`src/rtl/register_reader.sv`:
```
// register_reader: snapshots a WIDTH-bit register value on request and streams it out
// LSB-first as CHUNK-bit beats over a valid/ready handshake, then pulses done.
// Optional build macro: REGISTER_READER_PARITY_EN adds a registered even-parity bit per beat;
// without it beatParity is tied low and the port list is unchanged.
`timescale 1ns/1ps

module register_reader #(
  parameter int unsigned WIDTH = 64,
  parameter int unsigned CHUNK = 16
) (
  input  logic             clk,
  input  logic             reset,
  input  logic [WIDTH-1:0] snapIn,
  input  logic             start,
  output logic             busy,
  output logic [CHUNK-1:0] beatData,
  output logic             beatValid,
  input  logic             beatReady,
  output logic             beatLast,
  output logic             beatParity,
  output logic             done
);

  localparam int unsigned NBEATS = WIDTH / CHUNK;
  localparam int unsigned IdxW   = (NBEATS > 1) ? $clog2(NBEATS) : 1;
  localparam logic [IdxW-1:0] LastIdx = IdxW'(NBEATS - 1);

  typedef enum logic [1:0] {
    StIdle,
    StSend,
    StDone
  } state_e;

  state_e            state_q, state_d;
  logic [WIDTH-1:0]  shadow_q, shadow_d;
  logic [IdxW-1:0]   beat_idx_q, beat_idx_d;

  // Registered outputs; their next values are decoded from the next state so every output
  // is a plain flop with no combinational path from start or beatReady.
  logic              busy_q, busy_d;
  logic              valid_q, valid_d;
  logic              last_q, last_d;
  logic              done_q, done_d;
  logic [CHUNK-1:0]  data_q, data_d;

  // Next-state logic: capture on start, advance on each accepted beat, one DONE cycle.
  always_comb begin
    state_d    = state_q;
    shadow_d   = shadow_q;
    beat_idx_d = beat_idx_q;

    unique case (state_q)
      StIdle: begin
        if (start) begin
          shadow_d   = snapIn;
          beat_idx_d = '0;
          state_d    = StSend;
        end
      end
      StSend: begin
        // beatValid is high throughout SEND, so beatReady alone marks a transfer.
        if (beatReady) begin
          if (beat_idx_q == LastIdx) begin
            state_d = StDone;
          end else begin
            beat_idx_d = beat_idx_q + 1'b1;
          end
        end
      end
      StDone: begin
        state_d = StIdle;
      end
      default: begin
        state_d = StIdle;
      end
    endcase
  end

  // Output decode from the next state; beat data is zero outside SEND.
  always_comb begin
    valid_d = (state_d == StSend);
    busy_d  = (state_d != StIdle);
    done_d  = (state_d == StDone);
    last_d  = valid_d && (beat_idx_d == LastIdx);
    data_d  = '0;
    for (int unsigned i = 0; i < NBEATS; i++) begin
      if (valid_d && (beat_idx_d == IdxW'(i))) begin
        data_d = shadow_d[i*CHUNK +: CHUNK];
      end
    end
  end

  // FSM state, snapshot and registered outputs; reset clears everything immediately.
  always_ff @(posedge clk or negedge reset) begin
    if (!reset) begin
      state_q    <= StIdle;
      shadow_q   <= '0;
      beat_idx_q <= '0;
      busy_q     <= 1'b0;
      valid_q    <= 1'b0;
      last_q     <= 1'b0;
      done_q     <= 1'b0;
      data_q     <= '0;
    end else begin
      state_q    <= state_d;
      shadow_q   <= shadow_d;
      beat_idx_q <= beat_idx_d;
      busy_q     <= busy_d;
      valid_q    <= valid_d;
      last_q     <= last_d;
      done_q     <= done_d;
      data_q     <= data_d;
    end
  end

`ifdef REGISTER_READER_PARITY_EN
  logic parity_q, parity_d;

  // Parity follows the beat register, so it holds on stalls and is 0 when data is 0.
  always_comb begin
    parity_d = ^data_d;
  end

  // Parity flop registered alongside the beat.
  always_ff @(posedge clk or negedge reset) begin
    if (!reset) begin
      parity_q <= 1'b0;
    end else begin
      parity_q <= parity_d;
    end
  end

  assign beatParity = parity_q;
`else
  assign beatParity = 1'b0;
`endif

  assign busy      = busy_q;
  assign beatValid = valid_q;
  assign beatLast  = last_q;
  assign done      = done_q;
  assign beatData  = data_q;

endmodule

```
`config.mk`:
```
export PLATFORM = sky130hd
export DESIGN_NAME = register_reader
export DESIGN_NICKNAME = d
export VERILOG_FILES = /design/src/rtl/register_reader.sv
export SDC_FILE = /design/constraint.sdc
export NUM_CORES = 1
export LEC_CHECK = 0
export ABC_AREA = 0
export ABC_CLOCK_PERIOD_IN_PS = 2600
export CAP_MARGIN = 15
export CORE_MARGIN = 8
export CORE_UTILIZATION = 54
export DETAILED_ROUTE_END_ITERATION = 10
export PLACE_DENSITY = 0.95
export SETUP_SLACK_MARGIN = 0.4
export SYNTH_ARGS = -nofsm -noshare
export SYNTH_HDL_FRONTEND = slang
export SYNTH_SLANG_ARGS = --single-unit
export TNS_END_PERCENT = 100
```
`constraint.sdc`:
```
create_clock -name clk -period 2.6 [get_ports clk]
set_input_delay 0.39 -clock clk [delete_from_list [all_inputs] [get_ports clk]]
set_output_delay 0.39 -clock clk [all_outputs]
set_load 0.1 [all_outputs]
```
==> results.txt <==
Portion of total power attributed to combinational logic -> 54.3%
Min Tclk post-route -> 2.10 ns
Placed Instance Area -> 4840 um2
Setup CP Type -> input port to flip-flop
Synthesized netlist net count -> 347
First-pass GRT wire length -> 14.8 mm
Avg Vias per Cell -> 5.26
Async S/R FF share, synth -> 100%
Height of the die -> 102 um
Diode insertion count for antenna repair -> 0
Sequential cell fraction of total power -> 32.8%
Fraction of the yosys area taken by sequential cells -> 55.8%
Relative slew slack -> 49.0%
Global-route layer with the greatest usage -> met2
Cell-internal power -> 3.99 mW
Internal reg-to-reg setup slack -> 0.55 ns
Final setup violation count -> 0
DRC violation count after routing -> 0
Antenna-violating nets left -> 0
Worst setup EP type -> flip-flop
Post-Route WL -> 9.21 mm
RSZ-0062 raised after global routing -> false
Dominant cell type by area after synthesis -> dfrtp_1
CP arrival -> 2.33 ns
Final cycle utilization of the critical path -> 80.7%
Number of antenna violations at the first check in global routing -> 0
Die width -> 102 um
Post-cts sizing count -> 0
GRT Util Overall -> 19.0%
Count of routing violations after the opening detailed-route iteration -> 56
Sum of net half-perimeters after detailed placement -> 6.63 mm
Final Instance Area -> 5040 um2
Transition time at the pin with the least slew margin -> 0.762 ns
Reg2reg end -> beatData[13]
IO buf count -> 87
Core Area -> 7180 um2
Die Area -> 10300 um2
Routability cong. -> 0.884
Switching power -> 3.15 mW
Number of cells traversed by the worst register-to-register path -> 6
H-tree level count -> 3
Worst clock skew -> 0.00833 ns
Final hold violations -> 0
Power density over the cells -> 1420 nW/um2
Most instantiated cells after synthesis -> 88 x dfrtp_1, 34 x inv_1, 33 x mux2i_1, 23 x mux2_4, 18 x o21a_1
Source-to-sink clock delay at the later pin of the worst-skew pair -> 0.34 ns
Distinct cell type count of the synthesized netlist -> 35
Initial Util -> 55.0%
Most used flip-flop cell after synthesis -> dfrtp_1
Max_cap viols -> 0
IR drop worst, VDD -> 0.760 mV
Fraction of the core area covered by cells at the end of the flow -> 70.2%
Required time of the critical path -> 2.83 ns
Start of the worst register-to-register path -> state_q[1]
Number of enable flip-flop cells after synthesis -> 0
Maximum buffer depth of the clock tree -> 2
Kind of path behind the tightest hold check -> input port to asynchronous set/reset pin
Netlist area before placement -> 3950 um2
Met2 usage -> 29.9%
TritonCTS clock tree -> built
GRT met1 Usage -> 24.7%
Met3 global-route usage -> 3.92%
Vias in the first global route -> 2790
Number of synthesized register bits -> 88
Switching Fraction -> 44.1%
Number of clock sinks -> 88
Cts-stage hold buffer count -> 0
FMAX -> 477 MHz
Share of Yosys cell area claimed by the top area cell type -> 55.8%
Type of element launching the critical path -> input port
Synthesized instance count -> 279
Number of iterations in the first detailed-routing pass -> 4
Relative area change from synthesis to final layout -> 27.6%
Average wire length per cell after detail routing -> 19.3 um
Clk pwr share -> 12.8%
Avg Synthesized Cell Area -> 14.2 um2
Total Power Consumption -> 7.14 mW
Root buffer cell -> clkbuf_8
Nets -> 441
Most frequent cell after synthesis -> dfrtp_1
Aggregate global routing overflow -> 0
Number of buffers added by the clock tree synthesis step -> 9
Standard-cell row count -> 31
Fraction of layout instances using a drive strength above 1 -> 25.2%
Lkg Pwr -> 2.24 nW
Via Count -> 2506
Fin Setup TNS -> 0 ns
Final max-slew violation count -> 0
Clock-pin slew on the worst setup and hold paths -> 0.08 ns
Largest net degree at the start of global routing -> 52
Run status -> completed
CP Max Fanout -> 11
Number of top-level design ports -> 89
Synth top area cells -> dfrtp_1 56%, mux2_4 8.7%, mux2i_1 8.4%
Count of warnings emitted by yosys -> 0
power groups by stage:
stage                     Combinational [mW]  Sequential (mW)  Clock (mW)
after detailed placement                3.83             2.37           0
after floorplan                         2.02             3.32           0
after CTS                               3.88             2.35       0.931
after global placement                  3.73             2.33           0
final                                   3.88             2.34       0.916
after global routing                    4.12             2.40       0.992
sequential cells by signal, summed over array words and instances, names as in the netlist:
register	count
beat_idx_q	2
done	1
state_q	2
shadow_q	64
beatLast	1
busy	1
beatValid	1
beatData	16
worst max-delay path by stage:
stage | start | to | slack (ns) | cells after the start
floorplan | state_q[1] | beatData[4] | 0.86 | 6
global placement | start | beatData[2] | 0.23 | 6
detailed placement | start | beatData[13] | 0.14 | 7
CTS | start | beatData[13] | 0.52 | 7
global route | start | beatData[13] | 0.44 | 7
finish | start | beatData[13] | 0.50 | 7
cell usage in the layout, fill, tap and decap left out, types with 2 or more instances in the layout:
master / n
a22oi_1: 5
a22oi_2: 10
a32o_1: 15
buf_12: 4
buf_4: 28
clkbuf_1: 2
clkbuf_8: 10
clkdlybuf4s50_1: 66
dfrtp_1: 88
inv_1: 34
mux2_2: 9
mux2_4: 23
mux2i_1: 33
nand2_1: 3
nand3_1: 2
nor2_1: 5
nor3b_4: 2
o21a_1: 18
o21ai_0: 3
worst max-delay path, cell delays in order:
cell	delay, ns
clkdlybuf4s50_1	0.52
nor3b_4	0.34
buf_4	0.26
buf_4	0.25
mux2i_1	0.32
a22oi_2	0.12
o21a_1	0.11
per-stage QoR:
stage | worst slack (ns) | instances | hold WS [ns]
after floorplan | 0.864 | 279 | 0.0944
after global placement | 0.230 | 459 | 0.458
after detailed placement | 0.143 | 459 | 0.465
after CTS | 0.517 | 476 | 0.0900
after global routing | 0.444 | 476 | 0.111
final | 0.502 | 476 | 0.0766
cell families (layout without fill, tap and decap cells):
logic type	after synthesis	after routing	synth area share, %
AOI/OAI and AO/OA	57	57	13.3
muxes	65	65	19.7
other	1	1	0.0950
DFF	88	88	55.8
xor gates and xnor gates	1	1	0.222
buffers and inverters	49	147	7.73
and+or+nand+nor	18	18	3.23
metal layers:
metal  vias to the layer above  share of wire (%)
met5                         -                  0
met4                         0                2.3
met3                        15                4.2
met2                        63                 49
met1                      1264                 45
li1                       1164                  -
cell type report:
cell class                      instances  area [um2]
Clock inverter                          3        42.5
Clock buffer                           12         145
Fill cell                             474        2140
Inverter                               34         128
Multi-Input combinational cell        142        1450
Sequential cell                        88        2200
Timing Repair Buffer                   98         951
Tap cell                               99         124
timing repair:
item                                    in CTS  in global routing
buffers inserted                             2                  0
endpoints found under the setup margin       5                  0
endpoints found under the hold margin        0                  0
Note: power is estimated with default switching activity, not from simulation.
